==> src/rtl/dmem_arbiter.sv <==
// rtl/dmem_arbiter.sv - two-port round-robin arbiter/sequencer for the byte-lane data memory (DMEM_ARB_FIXED_PRIO_EN: fixed priority, port 0 wins)
module dmem_arbiter #(
    parameter int DEPTH_BITS = 8
) (
    input  logic        clk,
    input  logic        rst_n,
    input  logic        req0,
    input  logic        req1,
    input  logic        we0,
    input  logic        we1,
    input  logic        byte0,
    input  logic        byte1,
    input  logic [31:0] addr0,
    input  logic [31:0] addr1,
    input  logic [31:0] wdata0,
    input  logic [31:0] wdata1,
    output logic        ack0,
    output logic        ack1,
    output logic        err0,
    output logic        err1,
    output logic [31:0] rdata0,
    output logic [31:0] rdata1,
    output logic [31:0] mem_addr,
    output logic [31:0] mem_wdata,
    output logic [1:0]  mem_write,
    output logic [1:0]  mem_read,
    input  logic [31:0] mem_rdata
);

    typedef enum logic [1:0] {
        IDLE   = 2'd0,
        ACCESS = 2'd1,
        RESP   = 2'd2
    } state_t;

    localparam logic [1:0] CODE_NONE = 2'b00;
    localparam logic [1:0] CODE_WORD = 2'b01;
    localparam logic [1:0] CODE_BYTE = 2'b10;

    state_t      state;
    state_t      state_d;
    logic        grant;
    logic        win;

    // Latched access attributes; mem_addr/mem_wdata double as the address/data latch
    logic        lat_port;
    logic        lat_we;
    logic        lat_byte;
    logic        lat_oor;

    logic        sel_we;
    logic        sel_byte;
    logic [31:0] sel_addr;
    logic [31:0] sel_wdata;
    logic        sel_oor;
    logic [31:0] rd_capture;

`ifdef DMEM_ARB_FIXED_PRIO_EN
    // Port 0 wins any contest; port 1 only when it asks alone
    assign win = ~req0;
`else
    logic        last_grant;

    // Contested grant goes to the port that did not win last time
    assign win = (req0 & req1) ? ~last_grant : req1;

    // Last-grant pointer; reset to 1 so port 0 takes the first contest
    always_ff @(posedge clk or negedge rst_n) begin
        if (!rst_n) begin
            last_grant <= 1'b1;
        end else if (grant) begin
            last_grant <= win;
        end
    end
`endif

    assign sel_we     = win ? we1    : we0;
    assign sel_byte   = win ? byte1  : byte0;
    assign sel_addr   = win ? addr1  : addr0;
    assign sel_wdata  = win ? wdata1 : wdata0;
    assign sel_oor    = (sel_addr >> DEPTH_BITS) != 32'd0;
    assign rd_capture = lat_byte ? {24'd0, mem_rdata[7:0]} : mem_rdata;

    // FSM state register
    always_ff @(posedge clk or negedge rst_n) begin
        if (!rst_n) begin
            state <= IDLE;
        end else begin
            state <= state_d;
        end
    end

    // Next-state logic: IDLE waits for a request, ACCESS and RESP last one cycle each
    always_comb begin
        state_d = state;
        grant   = 1'b0;
        case (state)
            IDLE: begin
                if (req0 || req1) begin
                    grant   = 1'b1;
                    state_d = ACCESS;
                end
            end
            ACCESS:  state_d = RESP;
            RESP:    state_d = IDLE;
            default: state_d = IDLE;
        endcase
    end

    // Datapath: latch the winner, drive the memory codes for the ACCESS cycle, capture and acknowledge
    always_ff @(posedge clk or negedge rst_n) begin
        if (!rst_n) begin
            lat_port  <= 1'b0;
            lat_we    <= 1'b0;
            lat_byte  <= 1'b0;
            lat_oor   <= 1'b0;
            mem_addr  <= 32'd0;
            mem_wdata <= 32'd0;
            mem_write <= CODE_NONE;
            mem_read  <= CODE_NONE;
            ack0      <= 1'b0;
            ack1      <= 1'b0;
            err0      <= 1'b0;
            err1      <= 1'b0;
            rdata0    <= 32'd0;
            rdata1    <= 32'd0;
        end else begin
            // Codes and acks are single-cycle pulses unless re-asserted below
            mem_write <= CODE_NONE;
            mem_read  <= CODE_NONE;
            ack0      <= 1'b0;
            ack1      <= 1'b0;
            err0      <= 1'b0;
            err1      <= 1'b0;

            if (grant) begin
                lat_port  <= win;
                lat_we    <= sel_we;
                lat_byte  <= sel_byte;
                lat_oor   <= sel_oor;
                mem_addr  <= sel_addr;
                mem_wdata <= sel_wdata;
                // An out-of-range access keeps both codes idle so memory is never touched
                if (!sel_oor) begin
                    if (sel_we) begin
                        mem_write <= sel_byte ? CODE_BYTE : CODE_WORD;
                    end else begin
                        mem_read  <= sel_byte ? CODE_BYTE : CODE_WORD;
                    end
                end
            end

            if (state == ACCESS) begin
                if (lat_port) begin
                    ack1 <= 1'b1;
                    err1 <= lat_oor;
                end else begin
                    ack0 <= 1'b1;
                    err0 <= lat_oor;
                end
                if (!lat_we && !lat_oor) begin
                    if (lat_port) begin
                        rdata1 <= rd_capture;
                    end else begin
                        rdata0 <= rd_capture;
                    end
                end
            end
        end
    end

endmodule

==> config.mk <==
export PLATFORM = sky130hd
export DESIGN_NAME = dmem_arbiter
export DESIGN_NICKNAME = d
export VERILOG_FILES = /design/src/rtl/dmem_arbiter.sv
export SDC_FILE = /design/constraint.sdc
export NUM_CORES = 1
export LEC_CHECK = 0
export BUFFER_PORTS_ARGS = -buffer_cell sky130_fd_sc_hd__buf_2
export CORE_ASPECT_RATIO = 0.9
export CORE_MARGIN = 2
export CORE_UTILIZATION = 34
export DETAILED_ROUTE_END_ITERATION = 10
export MAX_ROUTING_LAYER = met4
export PLACE_DENSITY = 0.7
export SKIP_CTS_REPAIR_TIMING = 1
export SYNTH_ARGS = -nofsm -noshare
export SYNTH_HDL_FRONTEND = slang
export SYNTH_SLANG_ARGS = --single-unit
==> constraint.sdc <==
create_clock -name clk -period 4.25 [get_ports clk]
set_clock_uncertainty 0.1 [all_clocks]
set_input_delay 0.425 -clock clk [delete_from_list [all_inputs] [get_ports clk]]
set_output_delay 0.425 -clock clk [all_outputs]
set_load 0.02 [all_outputs]
==> metrics.txt <==
global route total overflow 0; TritonCTS clock tree yes; ys flop type dfrtp_1; Worst EP arrival around 2600 ps; Avg WL per Cell 15.4 um; HP Class input port to async pin; top cell family by delay on the critical path buffers and inverters; crit end category register; RSZ-0062 raised after global routing no; fin. max-slew vios 0; f_max 0.416 GHz; H-tree Lvls 4; pwr dens between 600 and 700 nW/um^2; Req. time, crit path around 4400 ps; share of synthesized registers carrying an async set or reset 1.00; Cell Rows 46; max_slew headroom 0.347; Power, Total 0.00530 W; worst-path fanout max 57; sequential share of the synthesized area 0.593; Layout Nets around 1k; GRT Total Usage 0.180; final WL roughly 17000 um; largest net degree at the start of global routing around 120; design area around 8400 sq um; synth top area cells dfrtp_1 (59%), mux2i_1 (11%), o21ai_0 (9.5%); Buffers & Inverters on Critical Path 1; cells after synthesis 556; LEAKAGE between 4 and 5 nW; crit path launch type register; status complete, no violations; Ys Warns 0; CP max stage delay roughly 840 ps; Final HPWL DP roughly 13000 um; fill cell count 1674; Synth cell types 30; EDFF count, synth 0; Synth top area share 0.589; clk root buf clkbuf_16; Routed Antenna Nets 0; final setup vio count 0; input/output buffers roughly 300; die area 18800 sq um; CTS Buffer Depth 2; cts bufs inserted 17; die height 130 um; share of layout cells above drive strength 1 0.426; Core Region 17500 sq um; routed vias roughly 5k; Yosys top cell by area dfrtp_1; Worst Tran Pin Value approximately 980 ps; fin crit share 0.565; Syn Std Cell Area around 6000 sq um; number of failing hold endpoints at the final stage 0; Die Wd roughly 140 um; CTS clk-pin slew, worst paths roughly 70 ps; commonest non-fill, non-tap cell in the layout buf_2; antenna violations before repair 3; clock sink count about 140; FF+latch count, synth roughly 140; Layout area overhead 38.6%; drc violations 0; CP Cell Sequence a21boi_4 -> buf_4 -> mux2i_1 -> o21ai_0; post-synth net total ~720; Setup TNS Final 0 ps; global-route wire length before repair 25200 um; CP Class register to register; post-layout minimum cycle time ~2400 ps; number of global-route vias before repair 4792; RD Place Congestion about 0.8; drt via density between 4 and 5; Boundary Pins between 300 and 400; 1st-iter DRT viols around 130; Pre-antenna DRT Iters 4; Mean Syn Cell Area about 11 sq um; Reg2Reg Setup Slack roughly 1800 ps; clk_lat worst skew about 420 ps; Max Cap Viol 0; most frequent cells in the layout buf_2 (302), dfrtp_1 (142), nand2_1 (119); Starting Density 0.345; dpl cell area between 7000 and 8000 sq um; Peak VDD IR 365 uV; CP max-delay cell buf_4
logic make-up (layout without fill, tap and decap cells):
family | count (synthesis) | after routing | share of synthesized area
and+or+nand+nor | 171 | 171 | 0.132
DFF | 143 | 143 | 0.593
AOI/OAI and AO/OA | 123 | 123 | 0.105
muxes | 82 | 82 | 0.139
buffers and inverters | 37 | 342 | 0.0301
other | 0 | 3 | 0
synthesized netlist by cell type (2+ instances only):
| cell | count |
|---|---|
| dfrtp_1 | 142 |
| nand2_1 | 120 |
| o21ai_0 | 114 |
| mux2i_1 | 66 |
| nand2b_1 | 26 |
| clkbuf_1 | 24 |
| mux2_2 | 16 |
| buf_2 | 7 |
| nor4_1 | 6 |
| a21oi_1 | 4 |
| buf_6 | 4 |
| nor4_2 | 4 |
| nor2_1 | 3 |
| and2_1 | 2 |
| nand4_1 | 2 |
| or4_1 | 2 |
cell type report:
cell class,count,area (sq um),share of cell area
timing repair buffer,309,1570,0.187
multi-input combinational,376,2300,0.275
tap,240,300,0.0359
sequential,143,3580,0.428
antenna,3,7.51,0.000898
clock buffer,18,429,0.0513
inverter,1,3.75,0.000449
clock inverter,14,175,0.0209
registers in the layout, indices dropped and copies added, names as in the netlist, 2 cells and up:
signal / cells
rdata0: 32
mem_read: 2
rdata1: 32
mem_wdata: 32
mem_addr: 32
mem_write: 2
state: 2
layer usage:
layer	vias up	GRT usage	routed length, um
met2	211	0.285	7890
met5	-	-	0
met1	2367	0.221	7350
met4	0	0.0583	223
li1	2506	-	-
met3	16	0.0561	1520
power breakdown:
part	switching [W]	total, W	internal, W
Clock	0.000645	0.00153	0.000888
Sequential	0.000226	0.00199	0.00176
Combinational	0.00117	0.00178	0.000609
Total	0.00204	0.00530	0.00326
path summary, 6_finish.rpt:
check                                             from                        to  depth (start not counted)
worst min register to register  rdata1[17]$_DFFE_PN0P_    rdata1[17]$_DFFE_PN0P_                          2
worst max register to register  last_grant$_DFFE_PN1P_  mem_addr[28]$_DFFE_PN0P_                          4
max in group asynchronous                        rst_n  mem_addr[22]$_DFFE_PN0P_                          2
worst max-delay path            last_grant$_DFFE_PN1P_  mem_addr[28]$_DFFE_PN0P_                          4
min in group clk                          mem_rdata[5]     rdata0[5]$_DFFE_PN0P_                          2
worst min-delay path                             rst_n     rdata0[0]$_DFFE_PN0P_                          1
through the flow:
stage	hold slack [ps]	utilization	std cells	setup WS, ps
6_report	1.26	0.478	1104	1850
5_1_grt	71.7	0.478	1104	1660
4_1_cts	23.5	0.478	1101	1810
3_5_place_dp	364	0.443	1069	1570
3_3_place_gp	357	0.443	1069	1650
2_1_floorplan	29.4	-	556	2570
Note: power is estimated with default switching activity, not from simulation.
